`src/rtl/ram_arbiter_pkg.sv`:
```
// Shared definitions for the RAM arbiter: FSM state encoding, port IDs and
// default bus widths.
package ram_arbiter_pkg;

    localparam int ADDR_W_DEF = 9;
    localparam int DATA_W_DEF = 32;

    typedef enum logic [1:0] {
        ST_IDLE    = 2'd0,
        ST_ACCESS  = 2'd1,
        ST_CAPTURE = 2'd2,
        ST_RESP    = 2'd3
    } state_t;

    localparam logic PORT_IF = 1'b0;
    localparam logic PORT_D  = 1'b1;

endpackage

```
`src/rtl/ram_arbiter_rr_arb2.sv`:
```
// Two-requester round-robin arbiter. On contention the port that did not win
// last time is granted; last_grant only moves when a grant is actually given.
module rr_arb2
    import ram_arbiter_pkg::*;
(
    input  logic clk,
    input  logic clear,
    input  logic en,
    input  logic req_if,
    input  logic req_d,
    output logic grant_valid,
    output logic grant_port
);

    logic last_grant_q;
    logic last_grant_d;

    // Grant selection: single requester wins outright, contention alternates.
    always_comb begin
        grant_valid  = en & (req_if | req_d);
        grant_port   = PORT_IF;
        last_grant_d = last_grant_q;
        if (req_if && req_d) begin
            grant_port = ~last_grant_q;
        end else if (req_d) begin
            grant_port = PORT_D;
        end
        if (grant_valid) begin
            last_grant_d = grant_port;
        end
    end

    // last_grant register; fetch counts as last winner out of reset.
    always_ff @(posedge clk or posedge clear) begin
        if (clear) begin
            last_grant_q <= PORT_IF;
        end else begin
            last_grant_q <= last_grant_d;
        end
    end

endmodule

```
`src/rtl/ram_arbiter.sv`:
```
// Shares a single-ported synchronous RAM between the fetch and data ports.
// Each access walks IDLE -> ACCESS -> CAPTURE -> RESP; every output is a flop.
module ram_arbiter
    import ram_arbiter_pkg::*;
#(
    parameter int ADDR_W = ADDR_W_DEF,
    parameter int DATA_W = DATA_W_DEF
) (
    input  logic              clk,
    input  logic              clear,
    input  logic              if_req,
    input  logic [31:0]       if_addr,
    output logic [DATA_W-1:0] if_rdata,
    output logic              if_ack,
    input  logic              d_req,
    input  logic              d_we,
    input  logic [31:0]       d_addr,
    input  logic [DATA_W-1:0] d_wdata,
    output logic [DATA_W-1:0] d_rdata,
    output logic              d_ack,
    output logic [31:0]       mem_address,
    output logic              mem_read,
    output logic              mem_write,
    output logic [DATA_W-1:0] mem_datain,
    input  logic [DATA_W-1:0] mem_q,
    output logic              busy
);

    localparam int PAD_W = 32 - ADDR_W;

    state_t            state_q, state_d;
    logic              port_q, port_d;
    logic              we_q, we_d;
    logic [31:0]       mem_address_q, mem_address_d;
    logic [DATA_W-1:0] mem_datain_q, mem_datain_d;
    logic              mem_read_q, mem_read_d;
    logic              mem_write_q, mem_write_d;
    logic [DATA_W-1:0] if_rdata_q, if_rdata_d;
    logic [DATA_W-1:0] d_rdata_q, d_rdata_d;
    logic              if_ack_q, if_ack_d;
    logic              d_ack_q, d_ack_d;
    logic              busy_q, busy_d;

    logic              grant_valid;
    logic              grant_port;

    // Address bits above the RAM depth are deliberately discarded.
    logic unused_addr_bits;
    assign unused_addr_bits = ^{if_addr[31:ADDR_W], d_addr[31:ADDR_W]};

    rr_arb2 u_arb (
        .clk         (clk),
        .clear       (clear),
        .en          (state_q == ST_IDLE),
        .req_if      (if_req),
        .req_d       (d_req),
        .grant_valid (grant_valid),
        .grant_port  (grant_port)
    );

    // Next-state and next-output logic; strobes default low, data regs hold.
    always_comb begin
        state_d       = state_q;
        port_d        = port_q;
        we_d          = we_q;
        mem_address_d = mem_address_q;
        mem_datain_d  = mem_datain_q;
        mem_read_d    = 1'b0;
        mem_write_d   = 1'b0;
        if_rdata_d    = if_rdata_q;
        d_rdata_d     = d_rdata_q;
        if_ack_d      = 1'b0;
        d_ack_d       = 1'b0;
        case (state_q)
            ST_IDLE: begin
                if (grant_valid) begin
                    port_d = grant_port;
                    if (grant_port == PORT_D) begin
                        we_d          = d_we;
                        mem_address_d = {{PAD_W{1'b0}}, d_addr[ADDR_W-1:0]};
                        mem_datain_d  = d_wdata;
                    end else begin
                        // Fetch is always a read, whatever d_we says.
                        we_d          = 1'b0;
                        mem_address_d = {{PAD_W{1'b0}}, if_addr[ADDR_W-1:0]};
                    end
                    mem_write_d = we_d;
                    mem_read_d  = ~we_d;
                    state_d     = ST_ACCESS;
                end
            end
            ST_ACCESS: begin
                state_d = ST_CAPTURE;
            end
            ST_CAPTURE: begin
                // RAM Q is valid now; a store echoes the written word.
                if (port_q == PORT_D) begin
                    d_rdata_d = we_q ? mem_datain_q : mem_q;
                    d_ack_d   = 1'b1;
                end else begin
                    if_rdata_d = mem_q;
                    if_ack_d   = 1'b1;
                end
                state_d = ST_RESP;
            end
            default: begin
                state_d = ST_IDLE;
            end
        endcase
        busy_d = (state_d != ST_IDLE);
    end

    // State and output registers; clear aborts any access in flight.
    always_ff @(posedge clk or posedge clear) begin
        if (clear) begin
            state_q       <= ST_IDLE;
            port_q        <= PORT_IF;
            we_q          <= 1'b0;
            mem_address_q <= '0;
            mem_datain_q  <= '0;
            mem_read_q    <= 1'b0;
            mem_write_q   <= 1'b0;
            if_rdata_q    <= '0;
            d_rdata_q     <= '0;
            if_ack_q      <= 1'b0;
            d_ack_q       <= 1'b0;
            busy_q        <= 1'b0;
        end else begin
            state_q       <= state_d;
            port_q        <= port_d;
            we_q          <= we_d;
            mem_address_q <= mem_address_d;
            mem_datain_q  <= mem_datain_d;
            mem_read_q    <= mem_read_d;
            mem_write_q   <= mem_write_d;
            if_rdata_q    <= if_rdata_d;
            d_rdata_q     <= d_rdata_d;
            if_ack_q      <= if_ack_d;
            d_ack_q       <= d_ack_d;
            busy_q        <= busy_d;
        end
    end

    assign if_rdata    = if_rdata_q;
    assign if_ack      = if_ack_q;
    assign d_rdata     = d_rdata_q;
    assign d_ack       = d_ack_q;
    assign mem_address = mem_address_q;
    assign mem_read    = mem_read_q;
    assign mem_write   = mem_write_q;
    assign mem_datain  = mem_datain_q;
    assign busy        = busy_q;

endmodule

```
`config.mk`:
```
export PLATFORM = sky130hd
export DESIGN_NAME = ram_arbiter
export DESIGN_NICKNAME = d
export VERILOG_FILES = /design/src/rtl/ram_arbiter_pkg.sv /design/src/rtl/ram_arbiter_rr_arb2.sv /design/src/rtl/ram_arbiter.sv
export SDC_FILE = /design/constraint.sdc
export NUM_CORES = 1
export LEC_CHECK = 0
export BUFFER_PORTS_ARGS = -buffer_cell sky130_fd_sc_hd__buf_2
export CAP_MARGIN = 40
export CORE_MARGIN = 2
export CORE_UTILIZATION = 48
export CTS_CLUSTER_DIAMETER = 150
export DETAILED_ROUTE_END_ITERATION = 12
export PLACE_DENSITY = 0.92
export SYNTH_ARGS = -nofsm -noshare
export SYNTH_HDL_FRONTEND = slang
export SYNTH_SLANG_ARGS = --single-unit
```
`constraint.sdc`:
```
create_clock -name clk -period 5.1 [get_ports clk]
set_clock_uncertainty 0.05 [all_clocks]
set_input_delay 0.51 -clock clk [delete_from_list [all_inputs] [get_ports clk]]
set_output_delay 0.51 -clock clk [all_outputs]
set_load 0.01 [all_outputs]
```
# Word level (Yosys, flattened, before mapping)
# Cells that the tools add are included.
[totals]
ff_bits = 138
output_inout_bits = 133
word_cells = 44
[classes]
eq_ne = 2
muxes = 17
n_bitwise = 5
n_reduce_logical = 7
[ops]
columns = ["cell", "count"]
rows = [
  ["2-to-1 mux 32 bit", 1],
  ["2-to-1 mux 1 bit", 13],
  ["2-to-1 mux 9 bit", 1],
  ["one-hot mux 2 bit (3 select lines)", 1],
  ["AND reduction 2 bit", 3],
  ["inverter 1 bit", 3],
  ["AND reduction 3 bit", 1],
  ["equality test 2 x 1 -> 1 bit (second input constant)", 1],
  ["equality test 2 bit (second input constant)", 1],
  ["logical NOT 2 bit", 1],
  ["2-to-1 mux 2 bit", 1],
  ["nonzero test 2 bit", 1],
  ["bitwise AND 1 bit", 1],
  ["logical AND 1 bit", 1],
  ["OR 1 bit", 1],
]

# Depth between registers and ports, before layout
# Gate-level depths: netlist (run 1).
[logic_depth]
word_depth = 8
ltp_mapped = 7
mapped_depth_nobuf = 5

# By module
# A second synthesis (run 1) with hierarchy kept.
[unflattened]
cells_unflattened = 378
area_unflattened_um2 = 5043.6
[modules_own_cells]
columns = ["module", "n_inst", "cells_each", "area_per_inst_um2", "seq_area_each_um2"]
rows = [
  ["ram_arbiter", 1, 372, 4988.5, 2852.7],
  ["rr_arb2", 1, 6, 55.1, 25.0],
]

# Least setup slack after synthesis (run 1)
# OpenSTA, ideal clock, no wires.
[synth_timing]
path_kind = "register to register"
from = "register state_q[0]"
to = "register if_rdata_q[10], in the netlist if_rdata[10]"
setup_time_ps = 125
arrival_time_ps = 1379
t_required_ps = 4925
slack_ps = 3546
stages_incl_launch_ff = 7
n_path_buf = 2
path_cell_list = "dfrtp_1 inv_1 ha_1 nor2b_1 buf_2 buf_2 mux2_2"
[synth_via]
elab_chain_len = 2
[synth_lines]
columns = ["item", "line_no", "source"]
rows = [
  ["start: declaration", "ram_arbiter.sv:31", "state_t state_q, state_d;"],
  ["start signal: assignment", "ram_arbiter.sv:129", "state_q <= state_d;"],
  ["equality test 2 bit", "ram_arbiter.sv:74", "case (state_q)"],
  ["AND reduction 2 bit (no source line)", "-", ""],
  ["end signal: assignment", "ram_arbiter.sv:136", "if_rdata_q <= if_rdata_d;"],
  ["end: declaration", "ram_arbiter.sv:38", "logic [DATA_W-1:0] if_rdata_q, if_rdata_d;"],
]
# Every way passes these cells.
# A chain may end at the register's enable or synchronous reset.

# Worst setup path in the final report (run 1)
[layout_timing]
from = "register u_arb.last_grant_q"
to = "register mem_datain_q[20], in the netlist mem_datain[20]"
[layout_via]
elab_chain_len = 3
[layout_lines]
columns = ["item", "line_no", "source"]
rows = [
  ["start: declaration", "ram_arbiter_rr_arb2.sv:15", "logic last_grant_q;"],
  ["start signal: assignment", "ram_arbiter_rr_arb2.sv:38", "last_grant_q <= last_grant_d;"],
  ["inverter 1 bit", "ram_arbiter_rr_arb2.sv:24", "grant_port = ~last_grant_q;"],
  ["2-to-1 mux 1 bit", "ram_arbiter_rr_arb2.sv:23", "if (req_if && req_d) begin"],
  ["AND reduction 3 bit (no source line)", "-", ""],
  ["end signal: assignment", "ram_arbiter.sv:133", "mem_datain_q <= mem_datain_d;"],
  ["end: declaration", "ram_arbiter.sv:35", "logic [DATA_W-1:0] mem_datain_q, mem_datain_d;"],
]
# Every way passes these cells.

==> reports/metrics.yaml, run 1 <==
power_density_nw_per_um2: 731
crit_fanout: 34
dpl_worst_slack_ns: 2.75
setup_ws_ns: 3.03
drv_slew: 0
seqPwrFrac: 0.348
cts-root-buf: "clkbuf_8"
syn_inst: 379
fillers: 723
antenna_cells: 0
synth_seq_cells: 115
peakVddDrop_mv: 0.445
place_congestion: 0.803
relSlewSlack: 0.489
clk_path_buf_depth: 2
p_switching_w: 0.00164
endpoint_kind: "flop"
std_cell_rows: 36
vias: 3597
cp.arrival_ns: 2.39
final_common_cell: "buf_2"
numClockSinks: 115
critPathBufInv: 0
final_cells: 722
cts_buffers: 17
sw_frac_of_total: 0.338
synthMuxAreaShare: 0.235
synthToLayoutAreaGrowth_pct: 34.6
cp_cell_sequence: "a21boi_2 -> nand2_4 -> mux2_4"
hold_class: "in -> async"
grt_max_degree: 64
leakage_nw: 3.28
grt_remaining_overflow: 0
synthAdderAreaFrac: 0.00509
worstSetupPathType: "reg -> reg"
synth-compound-area-share: 0.0619
final_util: 0.671
cts.htree.levels: 4
hold_viol_final: 0
hold_buffers: 0
wl_per_cell_um: 16.2
setup_violations: 0
grt_pass1_vias: 3855
dp_hpwl_um: 8290
die_w_um: 105
cts_resized: 0
status: "finished, final reports clean"
drt-total-wl_um: 11700
max_stage_delay_ns: 0.52
cts_tree: "done"
antenna_found_initial: 0
ant_nets: 0
core_region_area_um2: 9860
synthSimpleGateAreaFrac: 0.0486
power_w: 0.00484
critPathRequiredTime_ns: 5.43
clkLatencyLatePin_ns: 0.50
grtUsageTotal: 0.218
clk_pin_slew_ns: 0.06
fin_nets: 711
dp.cells: 690
p_clk_frac: 0.268
most-common-layout-cells: "buf_2, dfrtp_1, a21oi_1, nor2_1, mux2_2"
synth-xor-area-share: 0
grt_pass1_wl_um: 19000
drive_gt1_frac: 0.518
fmax_ghz: 0.484
drt_pass1_iterations: 5
vias_per_cell: 4.98
postCtsSetupBuffers: 0
synth_top_family_by_area: "multiplexers"
die-height_um: 105
post-route-period-util: 0.405
finalCriticalPeriod_ns: 2.07
cpMaxStageDelayCell: "nand2_4"
initial_core_util: 0.498
ys_seq_area_frac: 0.586
io_pins: 266
io_buffer_count: 196
comb_power_share: 0.384
synth_area_um2: 4910
maxCapViolations: 0
synth_cell_types: 26
yosys_warnings: 0
dieArea_um2: 11100
cp_top_family: "simple AND/OR/NAND/NOR gates"
rsz0062_at_grt: "no"
avgSynthCellArea_um2: 13.0
tightest_slew_ns: 0.766
p_int_w: 0.00320
tns_ns: 0
startpoint_type: "flop"
drcViolationCount: 0
drt-initial-drc-count: 136
-- cell type report --
class	instances	area, um2	share of cell area
sequential	115	2880	0.435
tap	133	166	0.0252
timing repair buffer	201	1080	0.163
clock inverter	12	203	0.0306
clock buffer	20	455	0.0688
multi-input combinational	238	1820	0.275
inverter	3	13.8	0.00208
-- sequential cells by signal, indices dropped and copies added, names as in the netlist, 2 cells and up --
signal       count
mem_datain      32
d_rdata         32
mem_address      9
state_q          2
if_rdata        32
-- worst reg2reg max path: cells and delay by family, from the launching register on --
kind,cells,cell delay (ns)
AO/OA/AOI/OAI,1,0.50
multiplexers,1,0.47
flip-flops,1,0.40
AND/OR/NAND/NOR,1,0.53
-- worst paths after layout --
kind,endpoint,from,cells past startpoint,slack [ns]
setup / recovery,mem_datain[20],u_arb.last_grant_q,3,3.03
hold / removal,if_rdata[2],clear,2,0.09
setup reg to reg,mem_datain[20],u_arb.last_grant_q,3,3.03
hold reg to reg,if_rdata[20],if_rdata[20],1,0.45
max in group asynchronous,we_q,clear,3,3.69
min in group clk,mem_read,d_we,2,0.15
-- cells in the mapped netlist --
| cell type | n | area [um2] |
|---|---|---|
| and2_1 | 1 | 6.26 |
| dfrtp_1 | 115 | 2880 |
| a21o_1 | 1 | 7.51 |
| mux2i_1 | 33 | 330 |
| o21a_1 | 1 | 7.51 |
| and3_1 | 1 | 6.26 |
| buf_6 | 3 | 33.8 |
| o31ai_1 | 1 | 7.51 |
| buf_2 | 15 | 75.1 |
| nand2_4 | 1 | 11.3 |
| nor2b_1 | 1 | 6.26 |
| mux2_2 | 36 | 405 |
| nand2_1 | 13 | 48.8 |
| clkbuf_1 | 2 | 7.51 |
| a21bo_2 | 1 | 10.0 |
| buf_4 | 23 | 173 |
| conb_1 | 1 | 3.75 |
| buf_1 | 2 | 7.51 |
| or2_2 | 1 | 6.26 |
| inv_1 | 3 | 11.3 |
| mux2_4 | 28 | 420 |
| ha_1 | 2 | 25.0 |
| o21ai_0 | 1 | 5.00 |
| a21oi_1 | 51 | 255 |
| a21boi_2 | 1 | 11.3 |
| nor2_1 | 41 | 154 |
-- power groups by stage --
| stage | Sequential (W) | Combinational (W) | Clock, W |
|---|---|---|---|
| floorplan | 0.00183 | 0.000993 | 0 |
| global placement | 0.00169 | 0.00170 | 0 |
| detailed placement | 0.00169 | 0.00187 | 0 |
| CTS | 0.00169 | 0.00188 | 0.00132 |
| global route | 0.00174 | 0.00201 | 0.00136 |
| finish | 0.00168 | 0.00186 | 0.00130 |
-- stage by stage --
stage | hold slack (ns) | instance area (um2)
6_report | 0.0918 | 6620
5_1_grt | 0.138 | 6620
3_3_place_gp | 0.431 | 5870
4_1_cts | 0.114 | 6620
2_1_floorplan | 0.410 | 5000
3_5_place_dp | 0.440 | 5960
-- metal layers --
layer	track usage	wire length [um]	share of wire
met4	0.0771	163	0.014
met5	0	0	0
met1	0.259	4650	0.40
met2	0.386	6200	0.53
met3	0.0499	656	0.056
-- logic make-up (layout without fill, tap and decap cells) --
| logic type | after synthesis | in the layout |
|---|---|---|
| buffers and inverters | 48 | 236 |
| AND/OR/NAND/NOR | 59 | 59 |
| multiplexers | 97 | 97 |
| adder cells (fa/ha/maj) | 2 | 2 |
| AO/OA/AOI/OAI | 57 | 57 |
| flip-flops | 115 | 115 |
| other | 1 | 23 |
(Power assumes the default switching activity.)
==> inputs of run 2 (changes only) <==
CORE_UTILIZATION = 45   (was 48)
PLACE_DENSITY = 0.88   (was 0.92)
clock period = 2.2 ns   (was 5.1 ns; I/O delays follow)
==> run 2 against run 1 <==
Net effect: total power grew 120%; design area is 11% higher; wire length rose by 14%; via count up 10%; first-iteration DRC count grew 6.6%; die area increased by 6.4%; sequential share of layout area decreased by 4.2 points; maximum frequency grew 0.80%; setup slack got worse by 2.9 ns; clock power is 76% higher; sequential power up 130%; sequential cell count unchanged.
==> reports/metrics.yaml, run 2 (synthesis gave the netlist of run 1 again) <==
drive_gt1_frac: 0.448  # was 0.518
cts_buffers: 17  # unchanged
power_density_nw_per_um2: 1470  # was 731 nW/um2
crit_fanout: 9  # was 34
peakVddDrop_mv: 0.797  # was 0.445 mV
grt_remaining_overflow: 0  # unchanged
drt-total-wl_um: 13300  # was 11700 um
relSlewSlack: 0.601  # was 0.489
postCtsSetupBuffers: 0  # unchanged
r2r_cells: 7  # was 3
cpMaxStageDelayCell: "dlygate4sd3_1"  # was nand2_4
die_w_um: 108  # was 105 um
cp_cell_sequence: "inv_1 -> ha_1 -> o21ai_2 -> buf_4 -> a21oi_1 -> a21oi_1 -> dlygate4sd3_1"  # was a21boi_2 -> nand2_4 -> mux2_4
io_buffer_count: 196  # unchanged
max_stage_delay_ns: 0.58  # was 0.52 ns
wirelength_met1_um: 4850  # was 4650 um
worstSetupStartpoint: "state_q[0]"  # was u_arb.last_grant_q
worstSetupPathType: "reg -> reg"  # unchanged
min_path_cells: 4
dieArea_um2: 11800  # was 11100 um2
antenna_found_initial: 0  # unchanged
maxCapViolations: 0  # unchanged
tns_ns: 0  # unchanged
cts-root-buf: "clkbuf_8"  # unchanged
std_cell_rows: 38  # was 36
drt_pass1_iterations: 4  # was 5
startpoint_type: "flop"  # unchanged
clk_path_buf_depth: 2  # unchanged
place_congestion: 0.777  # was 0.803
dr_wl_met2_um: 7290  # was 6200 um
core_region_area_um2: 10700  # was 9860 um2
hold_viol_final: 0  # unchanged
vias_per_cell: 4.87  # was 4.98
endpoint_kind: "flop"  # unchanged
fin_nets: 800  # was 711
critPathRequiredTime_ns: 2.53  # was 5.43 ns
vias: 3955  # was 3597
grt_pass1_vias: 4241  # was 3855
rsz0062_at_grt: "no"  # unchanged
post-route-period-util: 0.932  # was 0.405
cp.arrival_ns: 2.38  # was 2.39 ns
grt_pass1_wl_um: 20600  # was 19000 um
cts.htree.levels: 4  # unchanged
cts_tree: "done"  # unchanged
wl_per_cell_um: 16.4  # was 16.2 um
ant_nets: 0  # unchanged
clkLatencyLatePin_ns: 0.51  # was 0.50 ns
status: "finished, final reports clean"  # unchanged
top_layer_used: "met4"  # unchanged
dp_hpwl_um: 8260  # was 8290 um
grtUsageTotal: 0.233  # was 0.218
setup_violations: 0  # unchanged
hold_class: "in -> reg"  # was in -> async
final_common_cell: "buf_2"  # unchanged
fmax_ghz: 0.488  # was 0.484 GHz
wl_met3_um: 772  # was 656 um
clk_pin_slew_ns: 0.05  # was 0.06 ns
worstHoldStart: "d_req"
io_pins: 266  # unchanged
whs_ns: 0.0601  # was 0.0918 ns
drt-initial-drc-count: 145  # was 136
die-height_um: 108  # was 105 um
drcViolationCount: 0  # unchanged
most-common-layout-cells: "buf_2, dfrtp_1, dlygate4sd3_1, a21oi_1, nor2_1"  # was buf_2, dfrtp_1, a21oi_1, nor2_1, mux2_2
tightest_slew_ns: 0.599  # was 0.766 ns
finalCriticalPeriod_ns: 2.05  # was 2.07 ns
antenna_cells: 0  # unchanged
crit_path_frequent_cell: "a21oi_1"
drv_slew: 0  # unchanged
leakage_nw: 3.56  # was 3.28 nW
grt_max_degree: 67  # was 64
r2r-start: "state_q[0]"  # was u_arb.last_grant_q
power_w: 0.0108  # was 0.00484 W
synthToLayoutAreaGrowth_pct: 48.9  # was 34.6%
numClockSinks: 115  # unchanged
initial_core_util: 0.457  # was 0.498
## run 2: cell types whose count changed in the layout (fill, tap and decap cells not counted), sizes merged
cell and delta:
dlygate4sd3 +84, clkbuf +6, buf +5, bufinv -5, clkinv -3, clkinvlp -3
inv -1
## run 2: through the flow
stage	instance area (um2)	util	setup slack, ns	instances
floorplan	5000	-	0.531	401
global placement	5980	0.557	0.539	702
detailed placement	5980	0.557	0.505	702
CTS	7310	0.680	0.0500	812
global route	7320	0.681	0.0282	812
finish	7320	0.681	0.150	812
## run 2: final timing paths
path	to	slack, ns
min reg2reg	if_rdata[1]	0.45
min in group asynchronous	d_ack	0.32
max in group asynchronous	d_rdata[2]	1.25
max reg2reg	mem_address[8]	0.15
max	mem_address[8]	0.15
min	u_arb.last_grant_q	0.06
## run 2: final cells by class
class | instances | area, um2
inverters | 3 | 15.0
multi-input cells | 238 | 1820
well taps | 140 | 175
clock buffers | 26 | 488
fillers | 759 | 3430
flip-flops and latches | 115 | 2880
repair buffers | 290 | 1930
## run 2: timing repair
item	CTS	global route
setup endpoints to repair	0	6
hold endpoints to repair	223	0
gates resized for setup	0	3
hold buffers	84	0
## run 2: power breakdown
group	switching, W	leakage [nW]	internal [W]	total, W
Combinational	0.00219	2.01	0.00239	0.00458
Clock	0.000829	0.239	0.00146	0.00229
Sequential	0.000713	1.32	0.00318	0.00389
Total	0.00373	3.56	0.00703	0.0108
## run 2: layer usage
layer / global-route usage / vias to the layer above
li1: - / 1821
met1: 0.241 / 1932
met2: 0.423 / 164
met3: 0.0687 / 38
met4: 0.122 / 0
met5: 0 / -
## run 2: worst max-delay path, delay by kind of cell (launching register included)
kind	cells	cell delay, ns
adder cells (fa/ha/maj)	1	0.28
buffers and inverters	3	0.86
flip-flops	1	0.39
AO/OA/AOI/OAI	3	0.34
==> inputs of run 3 (changes only) <==
PLACE_DENSITY = 0.87   (was 0.88)
SYNTH_HIERARCHICAL = 1   (was not set)
==> run 3 against run 2 <==
Net effect: critical path depth is 2 lower; sequential cell count stayed put; wire length is 8.2% higher; register-to-register slack better by 0.11 ns; critical endpoint is now mem_address[3].
==> reports/metrics.yaml, run 3 <==
status: "finished, final reports clean"  # unchanged
worstSetupPathType: "reg -> reg"  # unchanged
cp.arrival_ns: 2.25  # was 2.38 ns
synth_seq_cells: 115  # unchanged
synth-xor-area-share: 0  # unchanged
clk_pin_slew_ns: 0.05  # about the same
std_cell_rows: 38  # unchanged
die_w_um: 110  # was 108 um
cts.htree.levels: 4  # unchanged
cts_buffers: 17  # unchanged
yosys.area.top_type: "dfrtp_1"  # unchanged
wl_per_cell_um: 17.6  # was 16.4 um
die-height_um: 110  # was 108 um
grt_remaining_overflow: 0  # unchanged
grtUsageTotal: 0.241  # was 0.233
hold_viol_final: 0  # unchanged
post-route-period-util: 0.882  # was 0.932
power_w: 0.0106  # was 0.0108 W
synthFlopType: "dfrtp_1"  # unchanged
final_common_cell: "buf_2"  # unchanged
power_density_nw_per_um2: 1440  # was 1470 nW/um2
dieArea_um2: 12100  # was 11800 um2
numClockSinks: 115  # unchanged
synthMuxAreaShare: 0.246  # was 0.235
clkLatencyLatePin_ns: 0.51  # about the same
async_flop_share: 1.00  # unchanged
tightest_slew_ns: 0.725  # was 0.599 ns
most-common-layout-cells: "buf_2, dfrtp_1, dlygate4sd3_1, a21oi_1, mux2i_1"  # was buf_2, dfrtp_1, dlygate4sd3_1, a21oi_1, nor2_1
synth_area_um2: 5040  # was 4910 um2
peakVddDrop_mv: 0.708  # was 0.797 mV
max_stage_delay_ns: 0.57  # was 0.58 ns
r2r_cells: 5  # was 7
core_region_area_um2: 10900  # was 10700 um2
cp_top_family: "buffers and inverters"  # unchanged
critPathBufInv: 2  # was 3
synthSimpleGateAreaFrac: 0.0109  # was 0.0486
drcViolationCount: 0  # unchanged
io_pins: 266  # unchanged
startpoint_type: "flop"  # unchanged
rsz0062_at_grt: "no"  # unchanged
grt_pass1_wl_um: 21600  # was 20600 um
regToRegSetupSlack_ns: 0.26  # was 0.15 ns
antenna_cells: 0  # unchanged
io_buffer_count: 196  # unchanged
drt-initial-drc-count: 154  # was 145
whs_ns: 0.0899  # was 0.0601 ns
yosys-top-cells-area: "dfrtp_1, mux2_4, a21oi_1"  # was dfrtp_1, mux2_4, mux2_2
cp_cell_sequence: "a21boi_1 -> buf_4 -> mux2i_1 -> dlygate4sd3_1 -> a21oi_1"  # was inv_1 -> ha_1 -> o21ai_2 -> buf_4 -> a21oi_1 -> a21oi_1 -> dlygate4sd3_1
endpoint_kind: "flop"  # unchanged
drt-total-wl_um: 14400  # was 13300 um
synth-compound-area-share: 0.0935  # was 0.0619
vias: 4134  # was 3955
finalCriticalPeriod_ns: 1.94  # was 2.05 ns
synth_top_area_share: 0.571  # was 0.586
synthToLayoutAreaGrowth_pct: 47.0  # was 48.9%
drt_pass1_iterations: 4  # unchanged
synth_top_family_by_area: "multiplexers"  # unchanged
fmax_ghz: 0.516  # was 0.488 GHz
leakage_nw: 3.61  # was 3.56 nW
synthAdderAreaFrac: 0.00496  # was 0.00509
antenna_found_initial: 0  # unchanged
setup_violations: 0  # unchanged
relSlewSlack: 0.516  # was 0.601
hold_class: "in -> async"  # was in -> reg
grt_pass1_vias: 4407  # was 4241
cts_tree: "done"  # unchanged
ant_nets: 0  # unchanged
yosys_warnings: 6  # was 0
ys_seq_area_frac: 0.571  # was 0.586
avgSynthCellArea_um2: 13.3  # was 13.0 um2
ff_latch_area_um2: 2880  # unchanged
synth_common_cells: "dfrtp_1, a21oi_1, mux2i_1, mux2_4, buf_4"  # was dfrtp_1, a21oi_1, nor2_1, mux2_2, mux2i_1
initial_core_util: 0.463  # was 0.457
r2r-start: "u_arb/last_grant_q"  # was state_q[0]
fin_nets: 801  # was 800
final_util: 0.681  # about the same
fillers: 788  # was 759
cts-root-buf: "clkbuf_8"  # unchanged
clk_path_buf_depth: 2  # unchanged
crit_fanout: 11  # was 9
place_congestion: 0.772  # was 0.777
cts_resized: 0  # unchanged
drive_gt1_frac: 0.426  # was 0.448
timing.rr.end: "mem_address[3]"  # was mem_address[8]
syn_inst: 378  # was 379
dp_hpwl_um: 8570  # was 8260 um
yosysMostFrequentCell: "dfrtp_1"  # unchanged
critPathRequiredTime_ns: 2.51  # was 2.53 ns
cpMaxStageDelayCell: "dlygate4sd3_1"  # unchanged
synth_edf_count: 0  # unchanged
maxCapViolations: 0  # unchanged
grt_max_degree: 59  # was 67
drv_slew: 0  # unchanged
multi_input_area_um2: 1880  # was 1820 um2
synth_cell_types: 26  # unchanged
tns_ns: 0  # unchanged
vias_per_cell: 5.07  # was 4.87
run 3: cell types whose count changed after synthesis, sizes merged, moves of 2 or more:
cell and change:
a21oi +33, mux2i +8, nand2 -13, o21ai +2, clkbuf +5, nor2 -41, inv +3
run 3: through the flow:
stage               instance area [um2]  cells  setup WS [ns]
finish                             7410    816          0.260
global route                       7410    816          0.146
CTS                                7400    815          0.293
detailed placement                 6050    701          0.441
global placement                   6050    701          0.496
floorplan                          5130    400          0.476
run 3: area by class of cell:
cell class | count | area share
Clock buffer | 23 | 0.0630
Clock inverter | 6 | 0.00439
Inverter | 6 | 0.00354
Multi-Input combinational cell | 229 | 0.253
Sequential cell | 115 | 0.388
Tap cell | 140 | 0.0236
Timing Repair Buffer | 297 | 0.264
run 3: worst reg2reg max path, cell delays in order (launching register included):
cell and delay [ns]:
dfrtp_1 0.40, a21boi_1 0.22, buf_4 0.27, mux2i_1 0.22
dlygate4sd3_1 0.57, a21oi_1 0.07
run 3: worst max path at each step:
stage,startpoint,to,slack [ns],cells past startpoint
after global placement,state_q[1],port_q,0.50,6
after floorplan,state_q[1],mem_datain[10],0.48,6
final,u_arb/last_grant_q,mem_address[3],0.26,5
after global routing,u_arb/last_grant_q,mem_address[5],0.15,5
after detailed placement,state_q[1],mem_address[1],0.44,6
after CTS,u_arb/last_grant_q,mem_address[2],0.29,5
run 3: logic make-up (layout without fill, tap and decap cells):
kind of cell    after synthesis  in the layout
compound gates               92             92
other cells                   1             23
fa+ha+maj                     2              2
mux                         105            105
flops                       115            115
simple gates                  7              7
buf+inv                      56            332
run 3: report_power, final:
part           internal (W)  leakage (nW)  total [W]  switching [W]
sequential          0.00317          1.35    0.00381       0.000645
clock               0.00144         0.249    0.00232       0.000878
combinational       0.00216          2.02    0.00451        0.00235
total               0.00677          3.61     0.0106        0.00387
run 3: timing repair:
item                                   4_1_cts  5_1_grt
hold buffers                                85        1
setup buffers                                0        0
endpoints found under the hold margin      208        1
run 3: layer usage:
layer,global-route usage,up-vias,wire (um)
met5,0,-,0
met3,0.0753,26,905
met4,0.0940,0,264
met1,0.266,2053,5650
li1,-,1861,-
met2,0.430,194,7570
